[config.mk]
export PLATFORM = sky130hd
export DESIGN_NAME = bt656_tx_ctrl
export DESIGN_NICKNAME = d
export VERILOG_FILES = /design/src/rtl/bt656_tx_ctrl.sv
export SDC_FILE = /design/constraint.sdc
export NUM_CORES = 1
export LEC_CHECK = 0
export ABC_AREA = 0
export CAP_MARGIN = 20
export CELL_PAD_IN_SITES_DETAIL_PLACEMENT = 1
export CELL_PAD_IN_SITES_GLOBAL_PLACEMENT = 1
export CORE_MARGIN = 2
export CORE_UTILIZATION = 42
export CTS_CLUSTER_DIAMETER = 30
export DETAILED_ROUTE_END_ITERATION = 12
export GPL_TIMING_DRIVEN = 0
export PLACE_DENSITY_LB_ADDON = 0.3
export SLEW_MARGIN = 15
export SYNTH_ARGS = -nofsm -noshare
export SYNTH_HDL_FRONTEND = slang
export SYNTH_SLANG_ARGS = --single-unit
[constraint.sdc]
create_clock -name i_SysClock -period 2.7 [get_ports i_SysClock]
set_input_delay 0.81 -clock i_SysClock [delete_from_list [all_inputs] [get_ports i_SysClock]]
set_output_delay 0.81 -clock i_SysClock [all_outputs]
set_load 0.005 [all_outputs]
[src/rtl/bt656_tx_ctrl.sv]
// -----------------------------------------------------------------------------
// bt656_tx_ctrl
//
// Sequencing controller for a BT.656 transmitter.
//
// The host sends START / STOP / RESTART commands over a valid/ready handshake.
// The block brings the transmitter out of reset, lets it settle, and then
// asserts o_TxValid. STOP and RESTART only take effect at a field boundary,
// which is the rising edge of the transmitter's V output (entry to vertical
// blanking). The transmitter configuration is only changed while the
// transmitter is held in reset.
//
// Optional build macro:
//   BT656_TX_CTRL_WATCHDOG_EN - in RUN, a missing field boundary for
//   TIMEOUT_CYCLES cycles sets o_Error and forces a reset/restart of the
//   transmitter with the current configuration. When it is undefined, only
//   the DRAIN timeout exists.
//
// Ports:
//   i_SysClock       system clock
//   i_ResetN         asynchronous active-low reset
//   i_CmdValid       command valid
//   o_CmdReady       command ready (high in IDLE and RUN)
//   i_CmdOp          0=NOP 1=START 2=STOP 3=RESTART
//   i_CmdInterlace   interlace mode carried by START/RESTART
//   i_CmdFirstField  first field id carried by START/RESTART
//   i_CmdFirstLine   first line carried by START/RESTART
//   i_TxVsignal      transmitter V output
//   i_TxFsignal      transmitter F output
//   o_TxResetN       transmitter reset, active-low
//   o_TxValid        transmitter start/valid
//   o_InterlaceMode  latched configuration to transmitter
//   o_FirstField     latched configuration to transmitter
//   o_FirstLine      latched configuration to transmitter
//   o_Running        high while the stream is running (RUN and DRAIN)
//   o_FieldStrobe    one-cycle pulse per field boundary while running
//   o_FieldCount     fields sent since the last accepted START/RESTART
//   o_Error          sticky timeout flag
// -----------------------------------------------------------------------------
module bt656_tx_ctrl #(
  parameter int SYS_CLOCK      = 50000000,
  parameter int PIXEL_CLOCK    = 12500000,
  parameter int RESET_CYCLES   = 8,
  parameter int TIMEOUT_CYCLES = 2000000
) (
  input  logic        i_SysClock,
  input  logic        i_ResetN,
  input  logic        i_CmdValid,
  output logic        o_CmdReady,
  input  logic [1:0]  i_CmdOp,
  input  logic        i_CmdInterlace,
  input  logic        i_CmdFirstField,
  input  logic [15:0] i_CmdFirstLine,
  input  logic        i_TxVsignal,
  input  logic        i_TxFsignal,
  output logic        o_TxResetN,
  output logic        o_TxValid,
  output logic        o_InterlaceMode,
  output logic        o_FirstField,
  output logic [15:0] o_FirstLine,
  output logic        o_Running,
  output logic        o_FieldStrobe,
  output logic [15:0] o_FieldCount,
  output logic        o_Error
);

  // The reset pulse must span at least two pixel clocks so the transmitter,
  // running on the slower clock, is guaranteed to see it.
  if (RESET_CYCLES < (2 * SYS_CLOCK) / PIXEL_CLOCK) begin : g_reset_too_short
    $error("RESET_CYCLES shorter than two pixel clock periods");
  end

  localparam int CNT_W = $clog2(RESET_CYCLES + 1);
  localparam int TO_W  = $clog2(TIMEOUT_CYCLES + 1);
  localparam logic [CNT_W-1:0] CNT_LAST = CNT_W'(RESET_CYCLES - 1);
  localparam logic [TO_W-1:0]  TO_LAST  = TO_W'(TIMEOUT_CYCLES - 1);

  // Opcode 0 is NOP; it is accepted and ignored everywhere.
  localparam logic [1:0] OP_START   = 2'd1;
  localparam logic [1:0] OP_STOP    = 2'd2;
  localparam logic [1:0] OP_RESTART = 2'd3;

  typedef enum logic [2:0] {
    ST_IDLE,
    ST_RELEASE,
    ST_RUN,
    ST_DRAIN,
    ST_STOP
  } state_t;

  state_t            state_q, state_d;
  logic [CNT_W-1:0]  cnt_q, cnt_d;
  logic [TO_W-1:0]   to_q, to_d;
  logic              pending_restart_q, pending_restart_d;
  logic              sh_interlace_q, sh_interlace_d;
  logic              sh_first_field_q, sh_first_field_d;
  logic [15:0]       sh_first_line_q, sh_first_line_d;
  logic              cfg_interlace_q, cfg_interlace_d;
  logic              cfg_first_field_q, cfg_first_field_d;
  logic [15:0]       cfg_first_line_q, cfg_first_line_d;
  logic [15:0]       field_count_q, field_count_d;
  logic              strobe_q, strobe_d;
  logic              error_q, error_d;
  logic              tx_reset_n_q, tx_reset_n_d;
  logic              tx_valid_q, tx_valid_d;
  logic              running_q, running_d;
  logic              cmd_ready_q, cmd_ready_d;

  logic              v_sync_q, v_prev_q;
  logic              f_sync_q, f_prev_q;
  logic              fb;
  logic              f_toggle_unused;
  logic              cmd_accept;

  // V/F come from the transmitter; one register stage, then edge detect.
  assign fb              = v_sync_q & ~v_prev_q;
  // F toggles mark field parity changes; sequencing keys on V only.
  assign f_toggle_unused = f_sync_q ^ f_prev_q;
  assign cmd_accept      = i_CmdValid & cmd_ready_q;

  always_comb begin
    state_d           = state_q;
    cnt_d             = cnt_q;
    to_d              = to_q;
    pending_restart_d = pending_restart_q;
    sh_interlace_d    = sh_interlace_q;
    sh_first_field_d  = sh_first_field_q;
    sh_first_line_d   = sh_first_line_q;
    cfg_interlace_d   = cfg_interlace_q;
    cfg_first_field_d = cfg_first_field_q;
    cfg_first_line_d  = cfg_first_line_q;
    field_count_d     = field_count_q;
    strobe_d          = 1'b0;
    error_d           = error_q;

    case (state_q)
      ST_IDLE: begin
        if (cmd_accept && (i_CmdOp == OP_START || i_CmdOp == OP_RESTART)) begin
          cfg_interlace_d   = i_CmdInterlace;
          cfg_first_field_d = i_CmdFirstField;
          cfg_first_line_d  = i_CmdFirstLine;
          field_count_d     = '0;
          error_d           = 1'b0;
          pending_restart_d = 1'b0;
          cnt_d             = '0;
          state_d           = ST_RELEASE;
        end
      end

      ST_RELEASE: begin
        if (cnt_q == CNT_LAST) begin
          to_d    = '0;
          state_d = ST_RUN;
        end else begin
          cnt_d = cnt_q + CNT_W'(1);
        end
      end

      ST_RUN: begin
        if (fb) begin
          strobe_d      = 1'b1;
          field_count_d = field_count_q + 16'd1;
        end
        // A boundary coinciding with the command is counted here; DRAIN then
        // waits for the following boundary.
        if (cmd_accept && i_CmdOp == OP_STOP) begin
          pending_restart_d = 1'b0;
          to_d              = '0;
          state_d           = ST_DRAIN;
        end else if (cmd_accept && i_CmdOp == OP_RESTART) begin
          sh_interlace_d    = i_CmdInterlace;
          sh_first_field_d  = i_CmdFirstField;
          sh_first_line_d   = i_CmdFirstLine;
          pending_restart_d = 1'b1;
          to_d              = '0;
          state_d           = ST_DRAIN;
        end
`ifdef BT656_TX_CTRL_WATCHDOG_EN
        else if (fb) begin
          to_d = '0;
        end else if (to_q == TO_LAST) begin
          // Stream stalled: recycle the transmitter with its current config.
          error_d           = 1'b1;
          sh_interlace_d    = cfg_interlace_q;
          sh_first_field_d  = cfg_first_field_q;
          sh_first_line_d   = cfg_first_line_q;
          pending_restart_d = 1'b1;
          cnt_d             = '0;
          state_d           = ST_STOP;
        end else begin
          to_d = to_q + TO_W'(1);
        end
`endif
      end

      ST_DRAIN: begin
        // A boundary wins over a simultaneous timeout, so no error then.
        if (fb) begin
          strobe_d      = 1'b1;
          field_count_d = field_count_q + 16'd1;
          cnt_d         = '0;
          state_d       = ST_STOP;
        end else if (to_q == TO_LAST) begin
          error_d = 1'b1;
          cnt_d   = '0;
          state_d = ST_STOP;
        end else begin
          to_d = to_q + TO_W'(1);
        end
      end

      ST_STOP: begin
        // Swap in the new config one cycle into the reset pulse, so it only
        // ever changes while the transmitter is held in reset.
        if (cnt_q == '0 && pending_restart_q) begin
          cfg_interlace_d   = sh_interlace_q;
          cfg_first_field_d = sh_first_field_q;
          cfg_first_line_d  = sh_first_line_q;
          field_count_d     = '0;
        end
        if (cnt_q == CNT_LAST) begin
          cnt_d   = '0;
          state_d = pending_restart_q ? ST_RELEASE : ST_IDLE;
        end else begin
          cnt_d = cnt_q + CNT_W'(1);
        end
      end

      default: state_d = ST_IDLE;
    endcase

    // Outputs are registered from the next state so they line up with state_q.
    tx_reset_n_d = (state_d == ST_RELEASE) || (state_d == ST_RUN) || (state_d == ST_DRAIN);
    tx_valid_d   = (state_d == ST_RUN) || (state_d == ST_DRAIN);
    running_d    = (state_d == ST_RUN) || (state_d == ST_DRAIN);
    cmd_ready_d  = (state_d == ST_IDLE) || (state_d == ST_RUN);
  end

  always_ff @(posedge i_SysClock or negedge i_ResetN) begin
    if (!i_ResetN) begin
      state_q           <= ST_IDLE;
      cnt_q             <= '0;
      to_q              <= '0;
      pending_restart_q <= 1'b0;
      sh_interlace_q    <= 1'b0;
      sh_first_field_q  <= 1'b0;
      sh_first_line_q   <= '0;
      cfg_interlace_q   <= 1'b0;
      cfg_first_field_q <= 1'b0;
      cfg_first_line_q  <= '0;
      field_count_q     <= '0;
      strobe_q          <= 1'b0;
      error_q           <= 1'b0;
      tx_reset_n_q      <= 1'b0;
      tx_valid_q        <= 1'b0;
      running_q         <= 1'b0;
      cmd_ready_q       <= 1'b1;
      v_sync_q          <= 1'b0;
      v_prev_q          <= 1'b0;
      f_sync_q          <= 1'b0;
      f_prev_q          <= 1'b0;
    end else begin
      state_q           <= state_d;
      cnt_q             <= cnt_d;
      to_q              <= to_d;
      pending_restart_q <= pending_restart_d;
      sh_interlace_q    <= sh_interlace_d;
      sh_first_field_q  <= sh_first_field_d;
      sh_first_line_q   <= sh_first_line_d;
      cfg_interlace_q   <= cfg_interlace_d;
      cfg_first_field_q <= cfg_first_field_d;
      cfg_first_line_q  <= cfg_first_line_d;
      field_count_q     <= field_count_d;
      strobe_q          <= strobe_d;
      error_q           <= error_d;
      tx_reset_n_q      <= tx_reset_n_d;
      tx_valid_q        <= tx_valid_d;
      running_q         <= running_d;
      cmd_ready_q       <= cmd_ready_d;
      v_sync_q          <= i_TxVsignal;
      v_prev_q          <= v_sync_q;
      f_sync_q          <= i_TxFsignal;
      f_prev_q          <= f_sync_q;
    end
  end

  assign o_CmdReady      = cmd_ready_q;
  assign o_TxResetN      = tx_reset_n_q;
  assign o_TxValid       = tx_valid_q;
  assign o_InterlaceMode = cfg_interlace_q;
  assign o_FirstField    = cfg_first_field_q;
  assign o_FirstLine     = cfg_first_line_q;
  assign o_Running       = running_q;
  assign o_FieldStrobe   = strobe_q;
  assign o_FieldCount    = field_count_q;
  assign o_Error         = error_q;

endmodule
# After elaboration in Yosys (flattened, before gate mapping)
# Index checks and enable logic that the tools add are counted.
# classes
add_sub_neg	3
eq_ne	22
n_mux	43
bitwise	4
n_reduce_logical	26
# op_table
operator	n
21-bit two-way mux	5
16-bit two-way mux	5
21-bit one-hot mux with 3 select lines	1
16-bit one-hot mux with 3 select lines	1
16-bit one-hot mux with 2 select lines	1
21-bit by 1-bit adder with 21-bit output, second input constant	1
21-bit equality test, second input constant	1
3-bit two-way mux	7
4-bit two-way mux	5
16-bit by 1-bit adder with 16-bit output, second input constant	1
4-bit one-hot mux with 4 select lines	1
3-bit one-hot mux with 5 select lines	1
2-bit inequality test, second input constant	7
3-bit by 2-bit equality test with 1-bit output, second input constant	4
1-bit two-way mux	12
4-bit AND reduction	3
3-bit AND reduction	3
1-bit one-hot mux with 2 select lines	4
3-bit by 1-bit equality test with 1-bit output, second input constant	2
3-bit zero test	2
3-bit inequality test, second input constant	2
2-bit nonzero test	3
3-bit nonzero test	2
1-bit logical OR	5
other kinds (13)	19
# totals
reg_bits	88
in_bits	25
out_inout_bits	40
elab_cells	116

# Longest topological paths before layout
# Gate-level depths: netlist of the first run.
# logic_depth
ltp_word	8
ltp_mapped	9
depth_no_buf	7

# Least setup slack after synthesis of the first run
# OpenSTA, ideal clock, no wires.
# synth_timing
path_kind	input to register
from	input port i_CmdValid
to	register to_q[7]
setup_time_ns	0.078
t_arrival_ns	2.187
required_ns	2.622
path_slack_ns	0.435
cell_stages	7
n_path_buf	2
path_cell_list	nand2_1 > or3_1 > buf_6 > and2_4 > buf_6 > or4_1 > a21oi_1
# synth_between
elab_chain_len	4
word_cells_on_any_way	7
classes_between	eq/ne (1); mux (2); bitwise (1); reduce/logical (3)
# synth_rtl
item	line	source
start, declared	48	input logic i_CmdValid,
1-bit AND *	119	assign cmd_accept = i_CmdValid & cmd_ready_q;
1-bit logical AND, on equally long branches	166, 170	
3-bit inequality test (no source line) or 21-bit two-way mux (tied branches)	-	
5-bit AND reduction (no source line) or 21-bit one-hot mux with 3 select lines (tied branches)	-	
end signal, assigned	265	to_q <= to_d;
end, declared	93	logic [TO_W-1:0] to_q, to_d;
# Every way passes the cells marked *; elsewhere a longest branch is shown, timed or not.
# A chain may end at the register's enable or synchronous reset.

# Final worst setup path of the first run
# layout_timing
from	input port i_CmdValid
to	register to_q[12]
# The elaborated chain is that of the path after synthesis.

==> impl_metrics.ini, run 1 <==
[worst_setup_path]
cp-start-kind = input pin
end_kind = register
rrSetupSlack_ns = 0.27
critPathArrivalTime_ns = 2.88
path_class = in -> reg
worst-endpoint-required_ns = 3.00
critical_path.max_fanout = 10

[job]
cap_violations = 0

[grt]
grt_usage_pct = 20.7
antenna_found_initial = 0
grt_pass1_wl_um = 18400
grt_pass1_vias = 3713
grt_max_degree = 60
grt-ovfl-total = 0

[layout]
regArea_um2 = 2200
multi_input_area_um2 = 2000
nets = 519
final_common_cell = dfrtp_1
drive_above_1_share_pct = 11.9
diodes = 0
mostFrequentLayoutCells = dfrtp_1, clkdlybuf4s50_1, nand2_1
num-fill-cells = 1138
area_growth_pct = 23.6

[outcome]
status = completed

[clocking]
cts_max_path_buffers = 2
cts_buffers = 9
postCtsSetupRepairBufs = 0
cts_resized = 0
cts_tree = built
postCtsHoldBufs = 0
clk_pin_slew_ns = 0.08
cts-root-buf = clkbuf_8
numClockSinks = 88
cts_htree_levels = 3
clock_latency_ns = 0.37

[route]
drt_pre_antenna_iters = 4
wirelength_um = 10800
vias = 3466
vias_per_cell = 5.49
route.detailed.drc = 0
drt_iter0_drc = 94
ant_nets = 0
wl_per_cell_um = 17.0

[timing]
final-hold-violation-count = 0
finClkSkew_ns = 0.00855
rsz0062_at_grt = false
finalSetupViolations = 0
period_share_pct = 95.6
tightestPinTransition_ns = 0.719
final.min_clock_period_ns = 2.58
fin_setup_tns_ns = 0
slew_violations = 0
fmaxAchievable_ghz = 0.387
layout_setup_ws_ns = 0.118
maxSlewHeadroom_pct = 51.6

[power]
clock_power_share_pct = 22.4
leakagePower_nw = 2.28
p_per_area_nw_per_um2 = 787
p_int_w = 0.00284
pwr-share-seq_pct = 45.1
ir_drop_uv = 517
combPwrFrac_pct = 32.5
p_sw_share_pct = 32.8
netSwitchingPower_w = 0.00139

[synthesis]
synth_ff_type = dfrtp_1
yosys_warnings = 0
syn_avg_cell_area_um2 = 10.4
async_reset_ff_share_pct = 100
netlist_area_um2 = 4340
synthCells = 416
syn_nets = 445
ys_ff_latch = 88
synth_cell_types = 56
seq_area_frac_synth_pct = 50.7
synth-edff-count = 0

[die]
die-area_um2 = 11200
std_cell_rows = 37
die_w_um = 106
io_pins = 65
die_height_um = 106
core-area_um2 = 10200
start_util_pct = 42.6

[placed_design]
gp_congestion = 0.808
place_ws_ns = -0.362
place.port_buffers = 63
dpl.hpwl_um = 7840

[hold_path]
hp-class = in -> async
cells by family (layout without fill, tap and decap cells):
family,after synthesis,in the layout,synth area share (%)
adders and majority gates,4,4,1.15
xor gates and xnor gates,17,17,3.43
and+or+nand+nor,161,161,20.6
DFF,88,88,50.7
AOI/OAI and AO/OA,78,78,11.1
muxes,40,40,9.77
buffers and inverters,28,107,3.23
sequential cells by signal (all words and copies together), names as in the netlist, 3 cells and up:
register / flops
cnt_q: 4
sh_first_line_q: 16
o_FirstLine: 16
o_FieldCount: 16
to_q: 21
state_q: 3
power by group through the flow:
stage	Sequential, W	Clock (W)	Combinational (W)
after global routing	0.00195	0.00104	0.00153
after floorplan	0.00188	0	0.000724
after CTS	0.00191	0.000984	0.00139
after global placement	0.00191	0	0.00132
after detailed placement	0.00193	0	0.00139
final	0.00190	0.000947	0.00137
metal layers:
metal / global-route usage, % / vias to the layer above / share of wire (%)
li1: - / 1639 / -
met1: 25.0 / 1763 / 43
met2: 35.6 / 44 / 52
met3: 5.32 / 20 / 2.4
met4: 7.89 / 0 / 2.2
met5: 0 / - / 0
area by class of cell:
class                      count  area share [%]
timing repair buffer          64            12.2
clock buffer                  10            2.56
tap                          136            3.17
clock inverter                 6            1.24
inverter                       8           0.559
buffer                        19            1.98
sequential                    88            41.0
multi-input combinational    300            37.2
cell usage after synthesis (5+ instances only):
cell type   n  share of area [%]
clkbuf_1    8               0.69
a21oi_1    18                2.1
nor4b_1     5                1.0
nor3b_1     7                1.2
dfrtp_1    87                 50
o21ai_0    35                4.0
nand2_1    45                3.9
nand3_1    12                1.4
or3_1      10                1.4
mux2_2     19                4.9
inv_1       8               0.69
nor3_1      7               0.81
buf_2       7               0.81
nor2_1     27                2.3
nand4_1     5               0.72
or4_1       6                1.0
nand2b_1    5               0.72
o31ai_1     6                1.0
mux2i_1    21                4.8
xnor2_1    16                3.2
stage by stage:
stage | instance area, um^2 | total power [W] | hold slack, ns | utilization [%] | cells
after floorplan | 4340 | 0.00261 | 0.387 | - | 416
after global placement | 5140 | 0.00322 | 0.415 | 50.5 | 615
after detailed placement | 5170 | 0.00332 | 0.423 | 50.7 | 616
after CTS | 5370 | 0.00428 | 0.364 | 52.8 | 632
after global routing | 5370 | 0.00451 | 0.376 | 52.7 | 631
final | 5370 | 0.00422 | 0.366 | 52.7 | 631
worst max-delay path, stage by stage:
cell and delay [ns]:
clkdlybuf4s50_1 0.53, nand2_1 0.09, or3_1 0.36, buf_6 0.15
a211o_1 0.28, buf_2 0.18, or3_1 0.31, a21oi_1 0.15
worst paths after layout:
check | startpoint | to | cells past startpoint
setup / recovery | i_CmdValid | to_q[12] | 8
hold reg to reg | v_sync_q | v_prev_q | 0
hold / removal | i_ResetN | to_q[3] | 1
min in group i_SysClock | v_sync_q | v_prev_q | 0
setup reg to reg | cnt_q[0] | o_FieldCount[10] | 8
max in group asynchronous | i_ResetN | o_CmdReady | 2
(Power assumes the default switching activity.)
==> inputs of run 2 (changes only) <==
- SETUP_SLACK_MARGIN: default -> 0.05
==> run 2 against run 1 <==
Effect of this change:
- combinational power barely moved
- clock power fell by 0.4%
- worst setup slack improved by 0.034 ns
- cell area rose by 0.33%
- sequential cell count did not move
- fmax rose by 1.3%
- utilization rose by 0.17 points
- clock skew barely moved
- register-to-register slack improved by 0.02 ns
- critical path depth did not move
- count of clock-buffer cells in the layout did not move
- critical path type unchanged
==> impl_metrics.ini, run 2 (synthesis results as in run 1) <==
[layout]
diodes = 0
final_common_cell = dfrtp_1
nets = 521
largest_reg_flops = 21
drive_above_1_share_pct = 12.3
num-fill-cells = 1135
mostFrequentLayoutCells = dfrtp_1, clkdlybuf4s50_1, nand2_1
area_growth_pct = 24.0
layout.cells.non_filler = 633
final_util_pct = 52.9
largest-register = to_q

[die]
io_pins = 65
die_height_um = 106
core-area_um2 = 10200
die_w_um = 106
die-area_um2 = 11200
start_util_pct = 42.6
std_cell_rows = 37

[power]
netSwitchingPower_w = 0.00139
p_per_area_nw_per_um2 = 789
pwr-share-seq_pct = 44.8
p_sw_share_pct = 32.7
ir_drop_uv = 517
clock_power_share_pct = 22.2
p_int_w = 0.00286
combPwrFrac_pct = 33.0
leakagePower_nw = 2.30

[timing]
finalSetupViolations = 0
maxSlewHeadroom_pct = 51.6
slew_violations = 0
tightestPinTransition_ns = 0.719
final-hold-violation-count = 0
final.min_clock_period_ns = 2.55
whs_ns = 0.371
layout_setup_ws_ns = 0.152
fmaxAchievable_ghz = 0.392
rsz0062_at_grt = false
finClkSkew_ns = 0.00894
period_share_pct = 94.4

[job]
cap_violations = 0

[worst_setup_path]
critPathMaxStageDelay_ns = 0.53
cp_common_cell = or3_1
end_kind = register
worst-endpoint-required_ns = 2.99
critPathArrivalTime_ns = 2.84
rrSetupSlack_ns = 0.29
critical_path.max_fanout = 10
slowest_stage = clkdlybuf4s50_1
path_cells = clkdlybuf4s50_1 -> nand3b_4 -> or3_1 -> buf_6 -> a211o_1 -> buf_2 -> or3_1 -> a21oi_1
path_class = in -> reg
cp-start-kind = input pin

[placed_design]
dp_cells = 616
place.port_buffers = 63
dpl.hpwl_um = 7840
gp_congestion = 0.808
place_ws_ns = -0.362

[clocking]
cts_max_path_buffers = 2
clk_pin_slew_ns = 0.08
cts-root-buf = clkbuf_8
numClockSinks = 88
cts_htree_levels = 3
clock_latency_ns = 0.37
cts_tree = built
cts_buffers = 9
postCtsHoldBufs = 0

[route]
wirelength_um = 10800
vias = 3455
route.detailed.drc = 0
drt_pre_antenna_iters = 4
ant_nets = 0
vias_per_cell = 5.46
wl_per_cell_um = 17.0
drt_iter0_drc = 128

[outcome]
status = completed

[grt]
grt_usage_pct = 20.7
grt_pass1_vias = 3713
antenna_found_initial = 0
grt-ovfl-total = 0
grt_pass1_wl_um = 18400
grt_max_degree = 60

[hold_path]
hp-class = in -> async
==> run 2: changes by cell type in the layout (fill, tap and decap cells not counted), sizes merged <==
| cell | change |
|---|---|
| buf | +2 |
| clkdlybuf4s50 | -1 |
| dlymetal6s2s | +1 |
==> run 2: path summary, 6_finish.rpt <==
kind,to,cells after the start,start
setup reg to reg,cnt_q[0],6,state_q[0]
setup / recovery,to_q[12],8,i_CmdOp[1]
hold / removal,to_q[3],1,i_ResetN
hold reg to reg,v_prev_q,0,v_sync_q
max in group asynchronous,o_CmdReady,2,i_ResetN
min in group i_SysClock,v_prev_q,0,v_sync_q
==> run 2: critical path: cells and delay by family <==
kind / cells / cell delay [ns]
AND/OR/NAND/NOR: 3 / 0.72
buffers and inverters: 3 / 0.87
AO/OA/AOI/OAI: 2 / 0.43
==> run 2: per-stage QoR <==
stage,TNS [ns],cell area (um^2),power [W]
2_1_floorplan,0,4340,0.00261
3_3_place_gp,-228.77,5140,0.00322
3_5_place_dp,-9.49,5170,0.00332
4_1_cts,0,5370,0.00428
5_1_grt,0,5390,0.00454
6_report,0,5390,0.00425
==> run 2: power by group through the flow <==
stage / clock network, W / logic, W / registers [W]
floorplan: 0 / 0.000724 / 0.00188
global placement: 0 / 0.00132 / 0.00191
detailed placement: 0 / 0.00139 / 0.00193
CTS: 0.000984 / 0.00139 / 0.00191
global route: 0.00104 / 0.00155 / 0.00195
finish: 0.000943 / 0.00140 / 0.00190
==> run 2: cell type report <==
type                    count  area (um^2)  area share (%)
clock buffers              10          138            2.56
clock inverters             6         66.3            1.23
plain buffers              19          106            1.97
repair buffers             66          673            12.5
inverters                   8         30.0           0.557
multi-input cells         300         2000            37.1
well taps                 136          170            3.16
flip-flops and latches     88         2200            40.9
==> run 2: what timing repair did <==
action / 4_1_cts / 5_1_grt
endpoints found under the setup margin: 1 / 16
buffers inserted: 0 / 2
pin swaps: 1 / 1
resized for setup: 0 / 1
==> run 2: per-layer routing <==
metal | GRT usage [%] | part of all wire (%) | wire length [um]
met1 | 25.0 | 44 | 4710
met2 | 35.6 | 52 | 5610
met3 | 5.32 | 2.4 | 261
met4 | 7.89 | 1.9 | 206
met5 | 0 | 0 | 0
==> inputs of run 3 (changes only) <==
- CAP_MARGIN: 20 -> default
- HOLD_SLACK_MARGIN: default -> 0.05
==> results of run 3 <==
No change in the layout: final DEF, timing and power equal those of run 2.
